<file path="config.mk">
export PLATFORM = sky130hd
export DESIGN_NAME = proc_io_hub
export DESIGN_NICKNAME = d
export VERILOG_FILES = /design/src/rtl/proc_io_pkg.sv /design/src/rtl/float2int.sv /design/src/rtl/int2float.sv /design/src/rtl/io_fifo.sv /design/src/rtl/proc_io_hub.sv
export SDC_FILE = /design/constraint.sdc
export NUM_CORES = 1
export LEC_CHECK = 0
export ABC_AREA = 1
export BUFFER_PORTS_ARGS = -buffer_cell sky130_fd_sc_hd__buf_2
export CAP_MARGIN = 20
export CORE_MARGIN = 1.5
export CORE_UTILIZATION = 46
export CTS_CLUSTER_SIZE = 24
export DETAILED_ROUTE_END_ITERATION = 10
export HOLD_SLACK_MARGIN = 0.03
export PLACE_DENSITY = 0.66
export SETUP_SLACK_MARGIN = 0.15
export SYNTH_ARGS = -nofsm -noshare
export SYNTH_HDL_FRONTEND = slang
export SYNTH_SLANG_ARGS = --single-unit
</file>
<file path="constraint.sdc">
create_clock -name clk -period 9.4 [get_ports clk]
set_input_delay 1.41 -clock clk [delete_from_list [all_inputs] [get_ports clk]]
set_output_delay 1.41 -clock clk [all_outputs]
set_load 0.02 [all_outputs]
</file>
<file path="src/rtl/proc_io_pkg.sv">
// Shared helpers for the processor I/O hub: clog2, float word width and
// address port width.
package proc_io_pkg;

  // Smallest r with 2**r >= n (0 for n <= 1).
  function automatic int unsigned clog2(input int unsigned n);
    int unsigned r;
    r = 0;
    for (int unsigned i = 0; i < 32; i++) begin
      if (n > (32'd1 << i)) r = i + 1;
    end
    return r;
  endfunction

  // Float word width: sign + exponent + mantissa.
  function automatic int unsigned fw(input int unsigned man, input int unsigned exp);
    return man + exp + 1;
  endfunction

  // Address port width, never below one bit.
  function automatic int unsigned addr_w(input int unsigned n);
    return (n <= 1) ? 1 : clog2(n);
  endfunction

endpackage

</file>
<file path="src/rtl/float2int.sv">
// Processor float to signed integer, truncating toward zero and saturating
// to +/-(2**(OWID-1)-1) when out of range. Combinational.
// Ports: din (MAN+EXP+1 float), dout (OWID signed).
module float2int #(
    parameter int unsigned MAN  = 19,
    parameter int unsigned EXP  = 8,
    parameter int unsigned OWID = 28
  ) (
    input  logic [MAN+EXP:0] din,
    output logic [OWID-1:0]  dout
  );

  localparam int          BIAS = (1 << (EXP - 1)) - 1;
  localparam int unsigned SW   = OWID + MAN + 1;

  logic            sgn;
  logic [EXP-1:0]  e;
  logic [MAN-1:0]  m;
  int              ue;
  logic [OWID-1:0] mag;

  always_comb begin
    {sgn, e, m} = din;
    ue  = int'(e) - BIAS;
    mag = '0;
    if (ue >= int'(OWID) - 1) mag = {1'b0, {(OWID-1){1'b1}}};
    else if (ue >= 0)         mag = OWID'((SW'({1'b1, m}) << ue) >> MAN);
    dout = sgn ? (~mag + OWID'(1)) : mag;
  end

endmodule

</file>
<file path="src/rtl/int2float.sv">
// Signed integer to processor float {sign, biased exponent, mantissa with
// hidden leading one}. Zero maps to the all-zero word. Combinational.
// Ports: din (IWID signed), dout (MAN+EXP+1 float).
module int2float #(
    parameter int unsigned IWID = 19,
    parameter int unsigned MAN  = 19,
    parameter int unsigned EXP  = 8
  ) (
    input  logic [IWID-1:0]  din,
    output logic [MAN+EXP:0] dout
  );

  localparam int unsigned BIAS = (1 << (EXP - 1)) - 1;

  logic              sgn;
  logic [IWID-1:0]   mag;
  logic [MAN-1:0]    mant;
  int unsigned       msb;

  always_comb begin
    sgn = din[IWID-1];
    mag = sgn ? (~din + IWID'(1)) : din;
    msb = 0;
    for (int unsigned i = 0; i < IWID; i++) begin
      if (mag[i]) msb = i;
    end
    // Shift the leading one out of the top, keep the next MAN bits.
    mant = MAN'(({mag, MAN'(0)} << (IWID - msb)) >> IWID);
    if (mag == '0) dout = '0;
    else           dout = {sgn, EXP'(BIAS + msb), mant};
  end

endmodule

</file>
<file path="src/rtl/io_fifo.sv">
// Single-channel synchronous FIFO of float words. The caller only pushes
// when !full and only pops when !empty; head is the oldest entry.
// Ports: clk, rst (async high), push, pop, din, head, full, empty.
module io_fifo import proc_io_pkg::*; #(
    parameter int unsigned DEPTH = 4,
    parameter int unsigned W     = 28
  ) (
    input  logic         clk,
    input  logic         rst,
    input  logic         push,
    input  logic         pop,
    input  logic [W-1:0] din,
    output logic [W-1:0] head,
    output logic         full,
    output logic         empty
  );

  localparam int unsigned PW = clog2(DEPTH);
  localparam int unsigned CW = PW + 1;

  logic [W-1:0]  mem [DEPTH];
  logic [PW-1:0] wr_ptr, rd_ptr;
  logic [CW-1:0] count;

  // Pointers wrap naturally; count alone decides full/empty.
  always_ff @(posedge clk or posedge rst) begin
    if (rst) begin
      wr_ptr <= '0;
      rd_ptr <= '0;
      count  <= '0;
    end else begin
      if (push) wr_ptr <= wr_ptr + PW'(1);
      if (pop)  rd_ptr <= rd_ptr + PW'(1);
      if (push && !pop)      count <= count + CW'(1);
      else if (pop && !push) count <= count - CW'(1);
    end
  end

  always_ff @(posedge clk) begin
    if (push) mem[wr_ptr] <= din;
  end

  assign head  = mem[rd_ptr];
  assign full  = (count == CW'(DEPTH));
  assign empty = (count == '0);

endmodule

</file>
<file path="src/rtl/proc_io_hub.sv">
// I/O front end for the float soft processor: NIN buffered integer input
// channels (converted to float on push) and NOUT registered integer output
// channels (converted from float on load), each with valid/ready. Reads of
// an empty channel or writes to a busy one stall the processor; accesses to
// nonexistent channels never stall and set the sticky addr_err.
// Ports: clk, rst (async high); in_data/in_valid/in_ready;
// out_data/out_valid/out_ready; proc_addr_in/proc_req_in/proc_din;
// proc_addr_out/proc_out_en/proc_dout; proc_stall; addr_err.
// Build option PROC_IO_HUB_STATS_EN adds stall_cnt, a saturating count of
// stalled cycles.
module proc_io_hub import proc_io_pkg::*; #(
    parameter int unsigned MAN   = 19,
    parameter int unsigned EXP   = 8,
    parameter int unsigned IWID  = 19,
    parameter int unsigned OWID  = 28,
    parameter int unsigned NIN   = 4,
    parameter int unsigned NOUT  = 4,
    parameter int unsigned DEPTH = 4
  ) (
    input  logic                         clk,
    input  logic                         rst,
    input  logic [NIN*IWID-1:0]          in_data,
    input  logic [NIN-1:0]               in_valid,
    output logic [NIN-1:0]               in_ready,
    output logic [NOUT*OWID-1:0]         out_data,
    output logic [NOUT-1:0]              out_valid,
    input  logic [NOUT-1:0]              out_ready,
    input  logic [addr_w(NIN)-1:0]       proc_addr_in,
    input  logic                         proc_req_in,
    output logic [fw(MAN, EXP)-1:0]      proc_din,
    input  logic [addr_w(NOUT)-1:0]      proc_addr_out,
    input  logic                         proc_out_en,
    input  logic [fw(MAN, EXP)-1:0]      proc_dout,
    output logic                         proc_stall,
    output logic                         addr_err
`ifdef PROC_IO_HUB_STATS_EN
    ,
    output logic [31:0]                  stall_cnt
`endif
  );

  localparam int unsigned FW  = fw(MAN, EXP);
  localparam int unsigned AIW = addr_w(NIN);
  localparam int unsigned AOW = addr_w(NOUT);

  logic [NIN-1:0]  full, empty, push, pop;
  logic [FW-1:0]   in_float [NIN];
  logic [FW-1:0]   head     [NIN];
  logic [OWID-1:0] out_int;
  logic            rd_hit, rd_empty, wr_hit, wr_busy, rd_go, wr_go;
  logic [FW-1:0]   rd_head;

  // Input channels: convert at push time, buffer floats.
  for (genvar k = 0; k < NIN; k++) begin : g_in
    int2float #(.IWID(IWID), .MAN(MAN), .EXP(EXP)) u_i2f (
      .din  (in_data[k*IWID +: IWID]),
      .dout (in_float[k])
    );
    assign push[k] = in_valid[k] & ~full[k];
    assign pop[k]  = rd_go & (proc_addr_in == AIW'(k));
    io_fifo #(.DEPTH(DEPTH), .W(FW)) u_fifo (
      .clk   (clk),
      .rst   (rst),
      .push  (push[k]),
      .pop   (pop[k]),
      .din   (in_float[k]),
      .head  (head[k]),
      .full  (full[k]),
      .empty (empty[k])
    );
  end

  assign in_ready = ~full;

  // Every output register loads the same converted word, so one converter.
  float2int #(.MAN(MAN), .EXP(EXP), .OWID(OWID)) u_f2i (
    .din  (proc_dout),
    .dout (out_int)
  );

  // Channel select; addresses past the channel count leave *_hit low.
  always_comb begin
    rd_hit   = 1'b0;
    rd_empty = 1'b0;
    rd_head  = '0;
    wr_hit   = 1'b0;
    wr_busy  = 1'b0;
    for (int unsigned k = 0; k < NIN; k++) begin
      if (proc_addr_in == AIW'(k)) begin
        rd_hit   = 1'b1;
        rd_empty = empty[k];
        rd_head  = head[k];
      end
    end
    for (int unsigned k = 0; k < NOUT; k++) begin
      if (proc_addr_out == AOW'(k)) begin
        wr_hit  = 1'b1;
        wr_busy = out_valid[k] & ~out_ready[k];
      end
    end
  end

  // Either side stalling blocks both, so a request never half-commits.
  assign proc_stall = (proc_req_in & rd_hit & rd_empty) |
                      (proc_out_en & wr_hit & wr_busy);
  assign rd_go      = proc_req_in & rd_hit & ~proc_stall;
  assign wr_go      = proc_out_en & wr_hit & ~proc_stall;
  assign proc_din   = (proc_req_in & rd_hit & ~rd_empty) ? rd_head : '0;

  // Output holding registers: a reload wins over a same-cycle drain.
  always_ff @(posedge clk or posedge rst) begin
    if (rst) begin
      out_valid <= '0;
      out_data  <= '0;
    end else begin
      for (int unsigned k = 0; k < NOUT; k++) begin
        if (wr_go && (proc_addr_out == AOW'(k))) begin
          out_data[k*OWID +: OWID] <= out_int;
          out_valid[k]             <= 1'b1;
        end else if (out_ready[k]) begin
          out_valid[k] <= 1'b0;
        end
      end
    end
  end

  // Sticky flag for any access to a nonexistent channel.
  always_ff @(posedge clk or posedge rst) begin
    if (rst)                                                  addr_err <= 1'b0;
    else if ((proc_req_in & ~rd_hit) | (proc_out_en & ~wr_hit)) addr_err <= 1'b1;
  end

`ifdef PROC_IO_HUB_STATS_EN
  // Saturating stalled-cycle counter.
  always_ff @(posedge clk or posedge rst) begin
    if (rst)                                 stall_cnt <= '0;
    else if (proc_stall && stall_cnt != '1) stall_cnt <= stall_cnt + 32'd1;
  end
`endif

endmodule

</file>
==> results.md, run 1 <==
* Layout filler cell count at ~6700
* Seq/Total Area, Yosys at 51.4%
* Largest family of logic cells by synthesized area: simple AND/OR/NAND/NOR gates
* TritonCTS clock tree: built
* Setup crit start kind: input port
* Total power at between 10 and 15 mW
* Post-cts resize count at 0
* Max-Cap Viols at 0
* Mapped cell area at 33200 sq um
* Synth Area in Simple Gates at 28.6%
* Uppermost routed layer: met4
* Slew @ Worst Pin at between 1 and 1.5 ns
* PortBufs at 269
* Leakage Power at 16.7 nW
* Design area at between 30000 and 40000 sq um
* H-Tree Depth at 2
* Setup Fix Bufs, Post-CTS at 0
* Worst Path Required at approximately 8.0 ns
* # IOs at 270
* Grt ovf at 0
* Vias per cell at between 5 and 6
* Wire length on met3 at 7910 um
* WL met2 at 44800 um
* Worst r2r src: g_in[0].u_fifo.count[0]$_DFFE_PP0P_
* VDD IR-drop max at 235 uV
* Status: completed
* CORE AREA at 71500 sq um
* Xor/xnor share of the synthesized area at under 10%
* Yosys reg bits at 593
* Wl on met1 at 43800 um
* Yosys warns at 0
* Netlist cell types at 58
* Max Clock Skew at 0.0206 ns
* Initial antenna violation count at 0
* Synth Area in Adders at 2.16%
* EDFF count, synth at 448
* DIE WIDTH at 272 um
* Pre-antenna DRT Iters at 6
* Reg area at 17100 sq um
* CTS Buf Count at 61
* Synth Flop Type: edfxtp_1
* Clock buffer depth at 3
* Critical-path maximum fanout at 24
* DP Wirelength at 68600 um
* Starting DRC count in detailed routing at 3371
* Hold WS at 0.374 ns
* Crit Path Category: in -> out
* Total Routing Usage GR at between 20 and 30%
* CTS sink count at 593
* Rel. slew slack at roughly a fifth
* Share of cells above drive strength 1 at a little under an eighth
* Post-synthesis compound-gate area fraction at about 9%
* Worst R2R End: g_in[2].u_fifo.count[1]$_DFFE_PP0P_
* Worst-path clk slew at 0.06 ns
* WL per Instance at 18.7 um
* Worst hold start: addr_err$_DFFE_PP0P_
* Ant diodes at 0
* Crit path arrival time at 5.25 ns
* Synth Net Count at 4207
* Final Setup Violations at 0
* Hold endpoint: addr_err$_DFFE_PP0P_
* Average footprint of a synthesized cell at 8.24 sq um
* Multi-input logic area at 14000 sq um
* Tmin final at around 6.7 ns
* Max Clk Rate at 0.150 GHz
* Drt drc at 0
* Area Overhead vs Synth at 13.3%
* Flop2flop setup slack at 5.68 ns
* Final #Nets at 4409
* Hold Crit Class: reg -> reg
* Post-route ant nets at 0
* Starting Density at 46.5%
* Vias in the first global route at 26384
* RSZ-0062 raised after global routing: false
* Async SR Flop Fraction at 24.5%
* Mux contribution to synthesized area at 0.136%
* Largest net degree at the start of global routing at 81
* Final Routed Wirelength at 98000 um
* Die Area at 73800 sq um
* Final Hold Fails at 0
* Die H at 272 um
* Clock Latency Late Sink at 0.63 ns
* Part of the cycle the worst path needs at 70.9%
* TNS Setup at 0 ns
* Hold Path Cell Cnt at 0
* Max-slew violation count at 0
* Placer Congestion at 0.974
* Utilization after layout at 52.6%
* DR vias at 29251
* DP Area at 35500 sq um
* Core Rows at 98
* First-pass GRT wire length at 151000 um
* Post-CTS Hold Fix Bufs at 0
* R2R depth at 13
* Crit end category: output pin
* Mapped Cells at 4032
* PD cells at 269 nW/um^2
* Cell chosen for the clock root: clkbuf_16
final cells by class:
| class | instances | share of cell area, % |
|---|---|---|
| clock buffer | 75 | 4.44 |
| clock inverter | 41 | 1.27 |
| inverter | 374 | 3.75 |
| timing repair buffer | 323 | 4.66 |
| sequential | 593 | 45.4 |
| tap | 950 | 3.16 |
| multi-input combinational | 2881 | 37.3 |
cells in the mapped netlist, types with 3 or more instances:
library cell  count  area, sq um
nor3_1           13         65.1
nor4_1           11         68.8
a22oi_1           4         30.0
ha_1             51          638
o21ai_1          15         75.1
xnor2_1          13          114
buf_2            39          195
a32oi_1           4         35.0
edfxtp_1        448        13500
o221a_2          10          113
mux2_2            4         45.0
nand4_1          55          344
buf_1            12         45.0
a32o_1            3         30.0
nand2_2          10         62.6
or2_2             7         43.8
a31oi_1           7         43.8
nand3_1         598         2990
nand2_1         978         3670
clkinv_1         10         37.5
xor2_1           63          552
dfrtp_1         145         3630
o32ai_1           3         26.3
nor2_2            8         50.1
nand3b_1          9         67.6
fa_1              4         80.1
clkbuf_1        131          492
nand4_2           3         37.5
a21oi_1          86          430
o21ai_0         279         1400
inv_2             8         30.0
a2111oi_0         3         26.3
o221ai_1         53          464
nor2_1          532         2000
inv_1           356         1340
o211ai_1          5         37.5
o22ai_1          10         62.6
o31ai_1          15          113
per-layer routing:
metal	track usage, %	vias up
li1	-	14040
met1	38.4	13919
met2	40.8	1202
met3	3.35	90
met4	5.01	0
met5	0	-
worst max-delay path, stage by stage:
cell	delay, ns
buf_2	0.14
inv_1	0.14
nor2_1	0.05
buf_4	0.20
clkinv_1	0.45
o41ai_1	0.21
a311oi_1	0.24
inv_1	0.13
nor2_1	0.32
inv_1	0.49
a2111oi_1	1.11
buf_2	0.33
how the worst max path moves through the flow:
stage / from / to / slack, ns
final: proc_addr_in[0] / proc_din[21] / 2.74
after detailed placement: in_data[19] / g_in[1].u_fifo.mem[0][14]$_DFFE_PP_ / 2.78
after global routing: proc_addr_in[0] / proc_din[25] / 2.69
after CTS: proc_addr_in[0] / proc_din[21] / 2.94
after floorplan: rst / addr_err$_DFFE_PP0P_ / 4.10
after global placement: proc_addr_in[0] / proc_din[23] / 2.50
through the flow:
stage                     std cells  setup slack [ns]
after floorplan                4032              4.10
after global placement         5119              2.50
after detailed placement       5121              2.78
after CTS                      5237              2.94
after global routing           5237              2.69
final                          5237              2.74
power breakdown:
group          switching [mW]  leakage, nW  internal, mW
registers               0.223         5.91          3.63
logic                    2.70         9.73          1.01
clock network            1.04         1.05          1.51
total                    3.97         16.7          6.15
logic make-up after synthesis:
family,after synthesis
buffers and inverters,558
muxes,4
adders and majority gates,55
AOI/OAI and AO/OA,511
DFF,593
and+or+nand+nor,2232
xor gates and xnor gates,79
flip-flops by register name (all words and copies together) (netlist names):
register	count
g_in.u_fifo.count	12
out_valid	4
out_data	112
g_in.u_fifo.mem	448
g_in.u_fifo.wr_ptr	8
addr_err	1
g_in.u_fifo.rd_ptr	8
cell usage in the layout, fill, tap and decap left out, types with 19 or more instances in the layout:
cell type  netlist  final
nand2_1        978    978
nand3_1        598    598
nor2_1         532    515
edfxtp_1       448    448
inv_1          356    355
o21ai_0        279    279
buf_2           39    270
dfrtp_1        145    145
a21oi_1         86     86
xor2_1          63     62
clkbuf_16        0     62
nand4_1         55     55
o221ai_1        53     53
buf_4            0     52
ha_1            51     51
nor2_2           8     25
clkinv_1        10     19
Power figures use the tool's default switching activity.
==> inputs of run 2 (changes only) <==
Clock period 9.4 ns to 6.2 ns, I/O delays scaled along.
==> run 2 against run 1 <==
Via count decreased by 0.19%. Register-to-register slack got worse by 3.3 ns. Sequential cell count unchanged. Clock power increased by 37%. Clock skew increased by 0.028 ns. First-iteration DRC count decreased by 4.0%. Routed wire length increased by 0.20%. Core utilization decreased by 0.14 points. Non-clock buffer count increased by 19. Critical path depth increased by 2. Final cell count increased by 0.36%. Highest routed layer unchanged.
==> results.md, run 2 (synthesis gave the netlist of run 1 again) <==
* Hold Path Cell Cnt at 0 (unchanged)
* Most frequent cells in the layout: nand2_1 (978), nand3_1 (598), nor2_1 (515)
* Die H at 272 um (unchanged)
* Rel. slew slack at 24.7% (+5.8 points)
* DIE WIDTH at 272 um (unchanged)
* Part of the cycle the worst path needs at 82.8%
* Setup Fix Bufs, Post-CTS at 0 (unchanged)
* Core Rows at 98 (unchanged)
* Pre-antenna DRT Iters at 8 (+2)
* Total Routing Usage GR at 26.0% (+0.14 points)
* Crit path arrival time at 4.20 ns (-1.05 ns)
* Worst-path clk slew at 0.06 ns (about the same)
* Clock Latency Late Sink at 0.66 ns (+0.03 ns)
* Switch share at 39.8% (+0.58 points)
* CTS Buf Count at 61 (unchanged)
* Design area at 37500 sq um (-0.26%)
* Crit. Startpoint: proc_addr_in[0]
* R2R depth at 14 (+1)
* Clock buffer depth at 3 (unchanged)
* Crit Path Category: in -> out
* Utilization after layout at 52.5% (-0.14 points)
* Post-cts resize count at 0 (unchanged)
* WL per Instance at 18.7 um (-0.17%)
* P_int at 9.04 mW (+47%)
* DR vias at 29195 (-0.19%)
* CP Buf/Inv Count at 9 (+2)
* PD cells at 400 nW/um^2 (+49%)
* Max-slew violation count at 0 (unchanged)
* Placer Congestion at 0.994 (+2.1%)
* Max Clock Skew at 0.0484 ns (+0.0279 ns)
* Vias per cell at 5.55 (-0.55%)
* Switching power at 5.97 mW (+50%)
* Largest net degree at the start of global routing at 100 (+23%)
* Cell chosen for the clock root: clkbuf_16
* Final #Nets at 4428 (+0.43%)
* Final Routed Wirelength at 98200 um (+0.20%)
* TNS Setup at 0 ns (unchanged)
* Crit path max-delay family: buffers and inverters
* Area Overhead vs Synth at 13.0%
* RSZ-0062 raised after global routing: false
* Post-CTS Hold Fix Bufs at 0 (unchanged)
* Drt drc at 0 (unchanged)
* Share of cells above drive strength 1 at 11.9% (+0.046 points)
* Hold Crit Class: reg -> reg
* Worst r2r src: g_in[0].u_fifo.count[0]$_DFFE_PP0P_
* Starting Density at 46.5% (unchanged)
* Hold endpoint: addr_err$_DFFE_PP0P_
* Setup crit start kind: input port
* Sequential share of power at 39.0% (+1.0 points)
* Max Clk Rate at between 0.15 and 0.2 GHz
* DP Cell Count at 5139 (+0.35%)
* Slowest stage delay, CP at 0.64 ns (-0.47 ns)
* Post-route ant nets at 0 (unchanged)
* Largest regs: g_in.u_fifo.mem x448, out_data x112, g_in.u_fifo.count x12
* Flop2flop setup slack at 2.36 ns (-3.32 ns)
* Worst Path Required at 5.27 ns (-2.72 ns)
* CORE AREA at 71500 sq um (unchanged)
* Crit end category: output pin
* Critical-path maximum fanout at 19 (-21%)
* Final Setup Violations at 0 (unchanged)
* Final Hold Fails at 0 (unchanged)
* VDD IR-drop max at 307 uV (+31%)
* Worst hold start: addr_err$_DFFE_PP0P_
* DP Wirelength at 69500 um (+1.2%)
* Clock share of power at 23.4% (-1.8 points)
* Status: completed
* Cell Chain, Critical Path: buf_2 -> inv_1 -> nor2_1 -> buf_4 -> clkinv_1 -> buf_4 -> o41ai_1 -> buf_4 -> a311oi_1 -> inv_1 -> nor2_1 -> inv_1 -> a41oi_1 -> buf_2
* Tmin final at between 5 and 6 ns
* Commonest non-fill, non-tap cell in the layout: nand2_1
* Leakage Power at 16.7 nW (-0.17%)
* Slew @ Worst Pin at 1.12 ns (-0.0958 ns)
* Reg with most FFs: g_in.u_fifo.mem
* CP max stage cell: a41oi_1
* # IOs at 270 (unchanged)
* First-pass GRT wire length at 152000 um (+0.38%)
* Die Area at 73800 sq um (unchanged)
* PortBufs at 269 (unchanged)
* Max reg flops at 448 (unchanged)
* Initial antenna violation count at 1 (+1)
* DP Area at 35600 sq um (+0.38%)
* H-Tree Depth at 2 (unchanged)
* Gate power share at 37.7% (+1.0 points)
* TritonCTS clock tree: built
* Grt ovf at 0 (unchanged)
* Worst R2R End: g_in[1].u_fifo.count[1]$_DFFE_PP0P_
* Total power at 15.0 mW (+48%)
* Vias in the first global route at 27168 (+3.0%)
* Max-Cap Viols at 0 (unchanged)
* Finished Layout Cells at 5256 (+0.36%)
* Starting DRC count in detailed routing at 3235 (-4.0%)
* CTS sink count at 593 (unchanged)
-- run 2: changes by cell type in the layout (fill, tap and decap cells not counted), sizes merged --
| cell | before | now |
|---|---|---|
| clkinv | 34 | 36 |
| clkdlybuf4s18 | 1 | 0 |
| clkinvlp | 4 | 3 |
| bufinv | 9 | 3 |
| clkbuf | 75 | 80 |
| buf | 322 | 341 |
| inv | 368 | 367 |
| diode | 0 | 2 |
-- run 2: how the worst max path moves through the flow --
stage	cells past startpoint	to	slack [ns]
final	14	proc_din[26]	1.07
after floorplan	1	addr_err$_DFFE_PP0P_	1.38
after global placement	24	g_in[3].u_fifo.mem[3][7]$_DFFE_PP_	0.90
after global routing	24	g_in[3].u_fifo.mem[1][5]$_DFFE_PP_	0.73
after detailed placement	26	g_in[2].u_fifo.mem[0][13]$_DFFE_PP_	0.78
after CTS	14	proc_din[8]	1.19
-- run 2: power groups by stage --
stage	clock, mW	sequential [mW]	combinational, mW
final	3.51	5.85	5.65
after floorplan	0	6.18	3.34
after detailed placement	0	5.92	5.59
after CTS	3.55	5.85	5.61
after global placement	0	5.90	5.51
after global routing	3.70	5.94	6.22
-- run 2: metrics by stage --
step           setup slack [ns]  hold slack [ns]
4_1_cts                    1.19            0.375
2_1_floorplan              1.38            0.468
6_report                   1.07            0.369
3_3_place_gp              0.895            0.360
3_5_place_dp              0.783            0.363
5_1_grt                   0.734            0.390
-- run 2: metal layers --
layer / up-vias / part of all wire (%) / global-route usage (%)
li1: 14072 / - / -
met1: 13708 / 43 / 36.3
met2: 1254 / 45 / 40.8
met3: 161 / 9.1 / 5.56
met4: 0 / 2.7 / 7.70
met5: - / 0 / 0
-- run 2: area by class of cell --
type                       instances  area [sq um]
inverter                         374          1410
tap                              950          1190
antenna                            2          5.00
multi-input combinational       2881         14000
sequential                       593         17100
timing repair buffer             342          1890
clock inverter                    35           277
fill                            6664         34000
clock buffer                      79          1630
